==> config.mk <==
export PLATFORM = sky130hd
export DESIGN_NAME = rf_scoreboard_flat
export DESIGN_NICKNAME = d
export VERILOG_FILES = /design/src/rtl/rf_scoreboard_if.sv /design/src/rtl/rf_scoreboard.sv /design/src/flat_wrapper.sv
export SDC_FILE = /design/constraint.sdc
export NUM_CORES = 1
export LEC_CHECK = 0
export CAP_MARGIN = 5
export CORE_MARGIN = 5
export CORE_UTILIZATION = 50
export CTS_CLUSTER_DIAMETER = 100
export DETAILED_ROUTE_END_ITERATION = 10
export PLACE_DENSITY_LB_ADDON = 0.15
export REMOVE_ABC_BUFFERS = 1
export SYNTH_ARGS = -nofsm -noshare
export SYNTH_HDL_FRONTEND = slang
export SYNTH_SLANG_ARGS = --single-unit
==> constraint.sdc <==
create_clock -name clk -period 3.7 [get_ports clk]
set_input_delay 0.74 -clock clk [delete_from_list [all_inputs] [get_ports clk]]
set_output_delay 0.74 -clock clk [all_outputs]
set_load 0.03 [all_outputs]
==> src/rtl/rf_scoreboard_if.sv <==
// Decode <-> scoreboard signal bundle: issue/source selects, write-back, flush,
// and the stall/pending/err view returned to decode.
interface rf_scoreboard_if #(
    parameter int NUM_REGS = 8,
    parameter int SEL_W    = 3
);
    logic                issueValid;
    logic                issueWriteEn;
    logic [SEL_W-1:0]    issueWriteRegSel;
    logic                src1Used;
    logic [SEL_W-1:0]    src1RegSel;
    logic                src2Used;
    logic [SEL_W-1:0]    src2RegSel;
    logic                wbWriteEn;
    logic [SEL_W-1:0]    wbWriteRegSel;
    logic                flush;
    logic                stall;
    logic [NUM_REGS-1:0] pending;
    logic                err;

    modport master (
        output issueValid, issueWriteEn, issueWriteRegSel,
               src1Used, src1RegSel, src2Used, src2RegSel,
               wbWriteEn, wbWriteRegSel, flush,
        input  stall, pending, err
    );

    modport slave (
        input  issueValid, issueWriteEn, issueWriteRegSel,
               src1Used, src1RegSel, src2Used, src2RegSel,
               wbWriteEn, wbWriteRegSel, flush,
        output stall, pending, err
    );
endinterface

==> src/rtl/rf_scoreboard.sv <==
// Decode-stage scoreboard: per-register count of in-flight writes, RAW/full
// stall generation and a sticky write-back underflow flag.
module rf_scoreboard #(
    parameter int NUM_REGS = 8,
    parameter int SEL_W    = 3,
    parameter int CNT_W    = 2,
    parameter int BYPASS   = 1
) (
    input  logic           clk,
    input  logic           rst,
    rf_scoreboard_if.slave sb
);
    localparam logic [CNT_W-1:0] CNT_MAX = '1;
    localparam logic [CNT_W-1:0] CNT_ONE = CNT_W'(1);

    logic [CNT_W-1:0]    count     [NUM_REGS];
    logic [CNT_W-1:0]    count_nxt [NUM_REGS];
    logic                err_reg;
    logic                err_nxt;

    logic [NUM_REGS-1:0] ret_hit;
    logic [NUM_REGS-1:0] issue_hit;
    logic [NUM_REGS-1:0] eff_busy;
    logic [NUM_REGS-1:0] at_max;
    logic                raw;
    logic                full;
    logic                stall_int;
    logic                issue_fire;

    always_comb begin
        ret_hit  = '0;
        eff_busy = '0;
        at_max   = '0;
        for (int unsigned r = 0; r < NUM_REGS; r++) begin
            ret_hit[r]  = sb.wbWriteEn && (sb.wbWriteRegSel == SEL_W'(r));
            at_max[r]   = (count[r] == CNT_MAX);
            // The oldest-and-only write retiring now is forwarded by the RF bypass
            eff_busy[r] = (count[r] != '0) &&
                          !((BYPASS != 0) && ret_hit[r] && (count[r] == CNT_ONE));
        end
    end

    always_comb begin
        raw        = (sb.src1Used && eff_busy[sb.src1RegSel]) ||
                     (sb.src2Used && eff_busy[sb.src2RegSel]);
        full       = sb.issueWriteEn && at_max[sb.issueWriteRegSel] &&
                     !ret_hit[sb.issueWriteRegSel];
        stall_int  = sb.issueValid && (raw || full);
        issue_fire = sb.issueValid && !stall_int && sb.issueWriteEn && !sb.flush;
        issue_hit  = '0;
        for (int unsigned r = 0; r < NUM_REGS; r++) begin
            issue_hit[r] = issue_fire && (sb.issueWriteRegSel == SEL_W'(r));
        end
    end

    always_comb begin
        err_nxt = err_reg;
        for (int unsigned r = 0; r < NUM_REGS; r++) begin
            count_nxt[r] = count[r];
            if (sb.flush) begin
                count_nxt[r] = '0;
            end else if (issue_hit[r] && ret_hit[r]) begin
                count_nxt[r] = count[r];
            end else if (issue_hit[r]) begin
                count_nxt[r] = count[r] + CNT_ONE;
            end else if (ret_hit[r]) begin
                if (count[r] != '0) begin
                    count_nxt[r] = count[r] - CNT_ONE;
                end else begin
                    err_nxt = 1'b1;
                end
            end
        end
    end

    always_ff @(posedge clk) begin
        if (!rst) begin
            for (int unsigned r = 0; r < NUM_REGS; r++) begin
                count[r] <= '0;
            end
            err_reg <= 1'b0;
        end else begin
            for (int unsigned r = 0; r < NUM_REGS; r++) begin
                count[r] <= count_nxt[r];
            end
            err_reg <= err_nxt;
        end
    end

    always_comb begin
        for (int unsigned r = 0; r < NUM_REGS; r++) begin
            sb.pending[r] = (count[r] != '0);
        end
    end

    assign sb.stall = stall_int;
    assign sb.err   = err_reg;
endmodule

==> src/flat_wrapper.sv <==
// flat-port wrapper written by rule: the top's interface ports become plain ports
module rf_scoreboard_flat 
#(
    parameter int NUM_REGS = 8,
    parameter int SEL_W    = 3,
    parameter int CNT_W    = 2,
    parameter int BYPASS   = 1
)
  (clk, rst, sb_issueValid, sb_issueWriteEn, sb_issueWriteRegSel, sb_src1Used, sb_src1RegSel, sb_src2Used, sb_src2RegSel, sb_wbWriteEn, sb_wbWriteRegSel, sb_flush, sb_stall, sb_pending, sb_err);
  rf_scoreboard_if #(.NUM_REGS(NUM_REGS), .SEL_W(SEL_W)) sb_i ();
  input  logic clk;
  input  logic rst;
  input wire logic [$bits(sb_i.issueValid)-1:0] sb_issueValid;
  input wire logic [$bits(sb_i.issueWriteEn)-1:0] sb_issueWriteEn;
  input wire logic [$bits(sb_i.issueWriteRegSel)-1:0] sb_issueWriteRegSel;
  input wire logic [$bits(sb_i.src1Used)-1:0] sb_src1Used;
  input wire logic [$bits(sb_i.src1RegSel)-1:0] sb_src1RegSel;
  input wire logic [$bits(sb_i.src2Used)-1:0] sb_src2Used;
  input wire logic [$bits(sb_i.src2RegSel)-1:0] sb_src2RegSel;
  input wire logic [$bits(sb_i.wbWriteEn)-1:0] sb_wbWriteEn;
  input wire logic [$bits(sb_i.wbWriteRegSel)-1:0] sb_wbWriteRegSel;
  input wire logic [$bits(sb_i.flush)-1:0] sb_flush;
  output wire logic [$bits(sb_i.stall)-1:0] sb_stall;
  output wire logic [$bits(sb_i.pending)-1:0] sb_pending;
  output wire logic [$bits(sb_i.err)-1:0] sb_err;
  assign sb_i.issueValid = sb_issueValid;
  assign sb_i.issueWriteEn = sb_issueWriteEn;
  assign sb_i.issueWriteRegSel = sb_issueWriteRegSel;
  assign sb_i.src1Used = sb_src1Used;
  assign sb_i.src1RegSel = sb_src1RegSel;
  assign sb_i.src2Used = sb_src2Used;
  assign sb_i.src2RegSel = sb_src2RegSel;
  assign sb_i.wbWriteEn = sb_wbWriteEn;
  assign sb_i.wbWriteRegSel = sb_wbWriteRegSel;
  assign sb_i.flush = sb_flush;
  assign sb_stall = sb_i.stall;
  assign sb_pending = sb_i.pending;
  assign sb_err = sb_i.err;
  rf_scoreboard #(.NUM_REGS(NUM_REGS), .SEL_W(SEL_W), .CNT_W(CNT_W), .BYPASS(BYPASS)) u_core (.clk(clk), .rst(rst), .sb(sb_i));
endmodule
# Yosys cells after proc, flatten, opt, wreduce, memory -nomap -nowiden
# Memory sizes are Yosys's and may differ from the RTL's.
# Index checks and enable logic that the tools add are counted.
# op_classes
n_addsub	16
magnitude_cmp	3
n_eq_ne	30
n_mux	98
bitwise	8
n_reduce_logical	71
# ops
operator	count
$mux W2	48
$logic_and A1 B1 Y1	48
$mux W1	46
$eq A3 B3 Y1 const B	8
$add A2 B1 Y2 const B	8
$eq A2 B1 Y1 const B	8
$eq A2 B2 Y1 const B	8
$reduce_bool A2 Y1	8
$sub A2 B1 Y2 const B	8
$bmux W1 S3	4
$eq A3 B2 Y1 const B	4
$lt A3 B4 Y1 const B	3
$logic_not A1 Y1	11
$or A1 B1 Y1	8
$eq A3 B1 Y1 const B	2
$logic_not A3 Y1	2
$logic_or A1 B1 Y1	2
# totals
regBits	1
mem_bits_rw	16
in_bits	20
output_inout_bits	10
elab_cells	228
memories	1
# mem_list
name	words	word_bits	read_ports	rd_ports_with_merged_regs	wr	line_no	text
u_core.count	8	2	8	0	8	rf_scoreboard.sv:16	logic [CNT_W-1:0] count [NUM_REGS];

# Logic depth before layout (Yosys ltp)
# Gate-level depths: netlist of run 1.
# logic_depth
ltp_word	54
ltp_mapped	13
ltp_nobuf	13

# Worst setup path after synthesis of run 1
# Ideal clock, no wire load.
# synth_path
path_kind	input to register
start	input port sb_wbWriteRegSel[1]
end	register u_core.err_reg (netlist: u_core.sb.err)
setup_ns	0.129
arrival_time_ns	3.134
required_time_ns	3.571
path_slack_ns	0.437
stages	12
path_buffers	0
path_cell_list	nor4b_4 -> a21oi_1 -> mux4_2 -> a22oi_2 -> nand4_4 -> nor4b_4 -> ha_1 -> nor2_1 -> nand3_1 -> nor2_1 -> o41ai_1 -> o21ai_1
# synth_between
elab_chain_cells	54
word_cells_on_any_way	112
cone_classes	7 x eq/ne; 45 x mux; 60 x reduce/logical
# synth_rtl
element	line_no	text
from (decl)	flat_wrapper.sv:21	input wire logic [$bits(sb_i.wbWriteRegSel)-1:0] sb_wbWriteRegSel;
$eq A3 B1 Y1 (tied with other cells)	rf_scoreboard.sv:35	ret_hit[r] = sb.wbWriteEn && (sb.wbWriteRegSel == SEL_W'(r));
$logic_and A1 B1 Y1	rf_scoreboard.sv:35	
$logic_and A1 B1 Y1	rf_scoreboard.sv:39	!((BYPASS != 0) && ret_hit[r] && (count[r] == CNT_ONE));
$logic_not A1 Y1	rf_scoreboard.sv:39	
$logic_and A1 B1 Y1	rf_scoreboard.sv:38	eff_busy[r] = (count[r] != '0) &&
$bmux W1 S3, on equally long branches	rf_scoreboard.sv:44, rf_scoreboard.sv:45	
$mux W1, on equally long branches	rf_scoreboard.sv:44, rf_scoreboard.sv:45	
$logic_and A1 B1 Y1, on equally long branches	rf_scoreboard.sv:44, rf_scoreboard.sv:45	
(+38 left out)	--	
$mux W1	rf_scoreboard.sv:64	end else if (issue_hit[r]) begin
$mux W1	rf_scoreboard.sv:62	end else if (issue_hit[r] && ret_hit[r]) begin
$mux W1	rf_scoreboard.sv:60	if (sb.flush) begin
$mux W1	rf_scoreboard.sv:67	if (count[r] != '0) begin
$mux W1	rf_scoreboard.sv:66	end else if (ret_hit[r]) begin
$mux W1	rf_scoreboard.sv:64	
$mux W1	rf_scoreboard.sv:62	
$mux W1 *	rf_scoreboard.sv:60	
to (signal assigned)	rf_scoreboard.sv:86	err_reg <= err_nxt;
to (decl)	rf_scoreboard.sv:18	logic err_reg;
# Every way passes the cells marked *; elsewhere a longest branch is shown, timed or not. The select of a mux whose other input is x is not followed.
# A chain may end at the register's enable or synchronous reset.

# Worst setup path in the final report of run 1
# layout_path
start	input port sb_wbWriteRegSel[1]
end	output port sb_stall
# layout_between
elab_chain_cells	11
word_cells_on_any_way	53
cone_classes	7 x eq/ne; 6 x mux; 40 x reduce/logical
# layout_rtl
element	line_no	text
$eq A3 B1 Y1 (tied with other cells)	rf_scoreboard.sv:35	
$logic_and A1 B1 Y1	rf_scoreboard.sv:35	
$logic_and A1 B1 Y1	rf_scoreboard.sv:39	
$logic_not A1 Y1	rf_scoreboard.sv:39	
$logic_and A1 B1 Y1	rf_scoreboard.sv:38	
$bmux W1 S3, on equally long branches	rf_scoreboard.sv:44, rf_scoreboard.sv:45	
$mux W1, on equally long branches	rf_scoreboard.sv:44, rf_scoreboard.sv:45	
$logic_and A1 B1 Y1, on equally long branches	rf_scoreboard.sv:44, rf_scoreboard.sv:45	
$logic_or A1 B1 Y1	rf_scoreboard.sv:44	raw = (sb.src1Used && eff_busy[sb.src1RegSel]) ||
$logic_or A1 B1 Y1 *	rf_scoreboard.sv:48	stall_int = sb.issueValid && (raw || full);
$logic_and A1 B1 Y1 *	rf_scoreboard.sv:48	
to (decl)	flat_wrapper.sv:23	output wire logic [$bits(sb_i.stall)-1:0] sb_stall;
# Marks and branches as above.

==> key figures, run 1 <==
Floorplanning
  • Rows: 22
  • Die area: 5200 sq um
  • I/O pin count: 30
  • Die width: 72.1 um
  • Initial Util: 52.2%
  • Core area: 3690 sq um
  • Die height: 72.1 um

Logic synthesis
  • Most numerous cell in the Yosys netlist: ha_1
  • Share of Yosys cell area claimed by the top area cell type: 20.8%
  • Cells after Synth: 231
  • Mean Syn Cell Area: 8.34 sq um
  • Most frequent cells after synthesis: ha_1 (32), nor2_1 (30), inv_1 (29)
  • Post-synth EDFFs: 0
  • Synth area leader: ha_1
  • Synth area leaders: ha_1 (21%), dfxtp_1 (18%), nor2_1 (5.8%)
  • Async SR Flop Fraction: 0%
  • Mapped cell area: 1930 sq um
  • Synthesized flop and latch total: 17
  • Seq/Total Area, Yosys: 17.7%
  • Synth cell types: 48
  • Top_reg_cell synth: dfxtp_1
  • Yosys warns: 0

Detailed routing
  • DR iter-0 viols: 180
  • Vias: 1896
  • Wirelength per Cell: 14.4 um
  • Total DRC errors in the routed layout: 0
  • Via-to-Cell Ratio: 5.63
  • Detail Route Antenna Nets: 0
  • Final wirelength: 4860 um
  • 1st-pass router iterations: 4

Pwr
  • Worst vdd ir: 0.107 mV
  • LEAKAGE: 1.17 nW
  • Comb power frac: 23.7%
  • Switching part of the total power: 28.9%
  • Seq pwr share: 42.2%
  • Pwr Total: 0.438 mW
  • Power Dens Cells: 170 nW/um^2
  • Internal: 0.311 mW
  • Clock Power Share: 34.0%
  • Psw: 0.126 mW

Layout
  • Layout cells sized above 1: 19.4%
  • Layout Cells excl Fill: 337
  • # fillers: 315
  • # diodes: 0
  • Final #Nets: 342
  • Number of flip-flops in the largest register: 16
  • Layout area overhead: 33.8%

Worst setup path
  • CP required: 2.96 ns
  • Crit path kind: in2out
  • CP Capture Type: output port
  • Critical Path AT: 2.83 ns
  • Critical Path Fanout Max: 8
  • CP startpoint kind: input port

Placement
  • DP Wirelength: 3910 um
  • Placed cell count: 332
  • IO buf count: 29
  • Gpl congestion: 0.843

Clock network
  • Clock-pin slew on the worst setup and hold paths: 0.07 ns
  • Clock sink count: 17
  • Clk buf depth: 2
  • Insertion delay to the later sink of the worst-skew pair: 0.26 ns
  • H-tree levels: 1
  • Total CTS buffers: 3
  • Hold buffers post-CTS: 0
  • CTS tree: done
  • Root Buffer Master: clkbuf_8

Timing
  • Max-slew violation count: 0
  • Final critical-path required period: 3.57 ns
  • Slew headroom: 52.6%
  • Slew at the pin closest to its max-slew limit: 0.711 ns
  • Final setup viols: 0
  • Clock skew: 0.00630 ns
  • Fmax: 0.280 GHz
  • Hold Fails Final Rpt: 0
  • Final worst-path cycle share: 96.5%
  • RSZ-0062 raised after global routing: no
  • Worst hold slack: 0.497 ns

Global route
  • Vias in the first global route: 1779
  • Largest net degree at the start of global routing: 19
  • GRT Total Usage: 19.6%
  • First-pass GRT wire length: 8170 um
  • GRT overflow: 0
  • Initial antenna violation count: 0

Flow run
  • Maximum capacitance violations: 0

Hold path
  • Worst min path class: reg2reg

Run status
  • Status: finished, final reports clean
cell usage in the layout (no fill, tap or decap), types with 2 or more instances in the layout:
cell	synthesis	final
a21o_1	3	3
nand2_1	11	11
o2111ai_1	3	3
dlygate4sd2_1	0	4
nor4b_4	3	4
o32ai_1	2	2
nor4b_1	2	2
a21oi_1	8	7
nor4_1	2	2
inv_1	29	29
nor3_1	4	3
nand3b_1	2	2
nand3_1	4	4
o221ai_1	3	3
xnor2_1	8	8
o21ai_0	11	11
mux4_2	2	2
a22o_1	3	3
clkdlybuf4s50_1	0	24
nor2_1	30	29
and4bb_2	2	2
and4b_1	3	3
mux2_2	4	4
a211oi_1	4	4
a22oi_1	8	8
clkbuf_8	0	3
dfxtp_1	17	17
buf_4	0	30
nand2b_1	3	3
ha_1	32	32
cells by family after synthesis:
group	count (synthesis)	share of synthesized area (%)
xor gates and xnor gates	8	3.64
buffers and inverters	36	7.08
DFF	17	17.7
and+or+nand+nor	79	26.8
adders and majority gates	32	20.8
muxes	7	5.26
AOI/OAI and AO/OA	52	18.8
timing repair:
item,4_1_cts,5_1_grt
resized for setup,6,9
setup buffers,0,0
pin swaps,1,3
endpoints found under the setup margin,4,3
gates cloned,0,1
metal layers:
metal	part of all wire (%)	up-vias	global-route usage, %
met2	47	65	31.7
li1	-	953	-
met1	45	868	26.7
met3	6.4	10	3.19
met5	0	-	0
met4	1.6	0	5.43
final timing paths:
path,from,endpoint,slack [ns],depth (start not counted)
setup reg to reg,u_core.count[0][6],u_core.sb.err,0.70,13
hold / removal,u_core.sb.err,u_core.sb.err,0.50,2
setup / recovery,sb_wbWriteRegSel[1],sb_stall,0.13,8
hold reg to reg,u_core.sb.err,u_core.sb.err,0.50,2
power by group through the flow:
stage	Clock, mW	Sequential [mW]	Combinational (mW)
finish	0.149	0.185	0.104
global route	0.161	0.185	0.112
CTS	0.153	0.185	0.0990
detailed placement	0	0.189	0.101
global placement	0	0.189	0.0987
floorplan	0	0.191	0.0338
through the flow:
stage / TNS (ns) / util [%] / area [sq um] / worst slack, ns
6_report: 0 / 69.9 / 2580 / 0.128
5_1_grt: 0 / 69.9 / 2580 / 0.0128
4_1_cts: 0 / 68.7 / 2530 / 0.116
3_5_place_dp: -3.89 / 67.6 / 2490 / -0.438
3_3_place_gp: -2.83 / 67.6 / 2490 / -0.382
2_1_floorplan: 0 / - / 1900 / 0.432
area by class of cell:
| type | count | area (sq um) | area share [%] |
|---|---|---|---|
| clock buffers | 4 | 45.0 | 1.75 |
| inverters | 29 | 109 | 4.22 |
| multi-input cells | 179 | 1500 | 58.1 |
| flip-flops and latches | 17 | 340 | 13.2 |
| well taps | 48 | 60.1 | 2.33 |
| repair buffers | 60 | 526 | 20.4 |
critical path: stages:
cell and delay [ns]:
dlygate4sd2_1 0.32, and4bb_2 0.35, a21oi_1 0.12, mux4_2 0.48
a22oi_2 0.18, nand2_1 0.09, o21a_1 0.20, dlygate4sd2_1 0.35
(Power assumes the default switching activity.)
==> inputs of run 2 (changes only) <==
--- a/config.mk
+++ b/config.mk
@@ -7,11 +7,12 @@
 export LEC_CHECK = 0
 export CAP_MARGIN = 5
 export CORE_MARGIN = 5
-export CORE_UTILIZATION = 50
+export CORE_UTILIZATION = 49
 export CTS_CLUSTER_DIAMETER = 100
 export DETAILED_ROUTE_END_ITERATION = 10
 export PLACE_DENSITY_LB_ADDON = 0.15
 export REMOVE_ABC_BUFFERS = 1
+export SLEW_MARGIN = 20
 export SYNTH_ARGS = -nofsm -noshare
 export SYNTH_HDL_FRONTEND = slang
 export SYNTH_SLANG_ARGS = --single-unit
==> constraint.sdc (replaced) <==
create_clock -name clk -period 3.15 [get_ports clk]
set_input_delay 0.63 -clock clk [delete_from_list [all_inputs] [get_ports clk]]
set_output_delay 0.63 -clock clk [all_outputs]
set_load 0.03 [all_outputs]
==> key figures, run 2 (synthesis results as in run 1) <==
Run status
  • Status: finished, violations left
  • Failing checks: setup timing

Timing
  • Final worst-path cycle share: 102%
  • Hold Fails Final Rpt: 0 (unchanged)
  • Clock skew: 0.00663 ns (+0.000331 ns)
  • Fmax: 0.310 GHz
  • Final setup viols: 2 (+2)
  • Slew at the pin closest to its max-slew limit: 0.782 ns (+0.0715 ns)
  • Slew headroom: 47.8% (-4.8 points)
  • Max-slew violation count: 0 (unchanged)
  • Final critical-path required period: 3.22 ns
  • Final worst setup slack: -0.0730 ns (-0.201 ns)
  • RSZ-0062 raised after global routing: yes

Floorplanning
  • Core area: 3740 sq um (+1.5%)
  • I/O pin count: 30 (unchanged)
  • Rows: 22 (unchanged)
  • Die height: 72.7 um (+0.87%)
  • Die width: 72.7 um (+0.87%)
  • Initial Util: 51.5% (-0.77 points)
  • Die area: 5290 sq um (+1.8%)

Layout
  • # diodes: 0 (unchanged)
  • Most common cell after layout, fill and taps aside: buf_4
  • Final instance area: 2840 sq um (+10%)
  • Most frequent cells in the layout: buf_4 (44), ha_1 (30), inv_1 (29), nor2_1 (28), clkdlybuf4s50_1 (19)
  • Final #Nets: 357 (+4.4%)
  • Layout Cells excl Fill: 352 (+4.5%)
  • Number of flip-flops in the largest register: 16 (unchanged)
  • Layout area overhead: 47.5%
  • Layout cells sized above 1: 31.3% (+12 points)

Placement
  • Placed inst area: 2550 sq um (+2.1%)
  • IO buf count: 29 (unchanged)
  • Gpl congestion: 0.840 (-0.38%)
  • Pre-CTS WS: -0.896 ns (-0.458 ns)
  • DP Wirelength: 4030 um (+3.2%)
  • Placed cell count: 339 (+2.1%)

Clock network
  • Total CTS buffers: 3 (unchanged)
  • Root Buffer Master: clkbuf_8
  • Hold buffers post-CTS: 0 (unchanged)
  • Insertion delay to the later sink of the worst-skew pair: 0.27 ns (about the same)
  • Clock sink count: 17 (unchanged)
  • H-tree levels: 1 (unchanged)
  • Clock-pin slew on the worst setup and hold paths: 0.08 ns (about the same)
  • CTS tree: done
  • Clk buf depth: 2 (unchanged)

Worst setup path
  • CP required: 3.28 ns (+0.32 ns)
  • CP Capture Type: flip-flop
  • Crit path kind: in2reg
  • Critical Path Fanout Max: 8 (unchanged)
  • Critical Path AT: 3.36 ns (+0.53 ns)
  • R2R Setup Slk: 0.08 ns (-0.62 ns)
  • Critical R2R Launch: u_core.count[0][12]
  • CP startpoint kind: input port
  • Register-to-Register Path Depth: 13 (unchanged)
  • Crit path from: sb_wbWriteRegSel[1]

Detailed routing
  • Highest Signal Layer: met4
  • Final wirelength: 5800 um (+19%)
  • Total DRC errors in the routed layout: 0 (unchanged)
  • Detail Route Antenna Nets: 0 (unchanged)
  • 1st-pass router iterations: 4 (unchanged)
  • Vias: 1992 (+5.1%)
  • Metal3 WL: 279 um (-11%)
  • Via-to-Cell Ratio: 5.66 (+0.59%)
  • Metal2 WL: 2800 um (+23%)
  • Met1 wire length: 2600 um (+19%)
  • DR iter-0 viols: 100 (-44%)
  • Wirelength per Cell: 16.5 um (+14%)

Hold path
  • Worst min path class: reg2reg
  • Worst hold path depth: 2 (unchanged)
  • Worst Hold Launch: u_core.sb.err

Pwr
  • LEAKAGE: 1.30 nW (+12%)
  • Worst vdd ir: 0.228 mV (+110%)
  • Power Dens Cells: 192 nW/um^2 (+13%)
  • Pwr Total: 0.545 mW (+24%)

Global route
  • First-pass GRT wire length: 8780 um (+7.4%)
  • Vias in the first global route: 1940 (+9.1%)
  • Largest net degree at the start of global routing: 18 (-1)
  • Initial antenna violation count: 0 (unchanged)
  • GRT overflow: 0 (unchanged)
  • GRT Total Usage: 20.8% (+1.3 points)

Flow run
  • Maximum capacitance violations: 0 (unchanged)
run 2: changes by cell type in the layout (fill, tap and decap cells not counted), sizes merged:
cell,delta
buf,+20
clkbuf,-1
clkdlybuf4s50,-5
clkinv,+1
dlygate4sd2,-3
dlymetal6s2s,+4
nand4,-1
run 2: final timing paths:
check	endpoint
max	u_core.sb.err
min	u_core.sb.err
max reg2reg	u_core.sb.err
min reg2reg	u_core.sb.err
run 2: per-stage QoR:
stage | util [%] | hold slack (ns) | setup TNS [ns]
6_report | 75.9 | 0.517 | -0.0755
3_5_place_dp | 68.0 | 0.484 | -12.71
5_1_grt | 75.9 | 0.554 | -0.705
3_3_place_gp | 68.0 | 0.472 | -10.69
2_1_floorplan | - | 0.492 | -0.00803
4_1_cts | 70.5 | 0.505 | 0
run 2: worst max-delay path, cell delays in order:
cell     delay (ns)
buf_8          0.11
nor4b_4        0.34
a21oi_1        0.12
mux4_2         0.49
a22oi_2        0.26
nand4_4        0.26
nor4b_4        0.37
ha_2           0.23
nor2_2         0.04
nand3_1        0.06
nor2_1         0.06
o41ai_2        0.30
o21ai_1        0.09
run 2: power breakdown:
part	internal, mW	leakage [nW]	switching, mW
sequential	0.216	0.137	0.000985
combinational	0.0773	1.14	0.0720
clock	0.0882	0.0255	0.0898
run 2: what timing repair did:
| action | CTS | global route |
|---|---|---|
| gates resized for setup | 35 | 36 |
| buffers inserted | 2 | 6 |
| gates cloned | 0 | 1 |
| pin swaps | 9 | 19 |
| setup endpoints to repair | 18 | 13 |
run 2: metal layers:
layer | GRT usage [%] | up-vias
met5 | 0 | -
met2 | 35.2 | 59
li1 | - | 987
met1 | 25.9 | 932
met3 | 4.82 | 14
met4 | 6.97 | 0
run 2: final cells by class:
cell class / instances / area [sq um]
multi-input cells: 178 / 1600
inverters: 29 / 109
clock inverters: 1 / 5.00
flip-flops and latches: 17 / 340
well taps: 48 / 60.1
clock buffers: 3 / 41.3
fillers: 292 / 902
repair buffers: 76 / 683
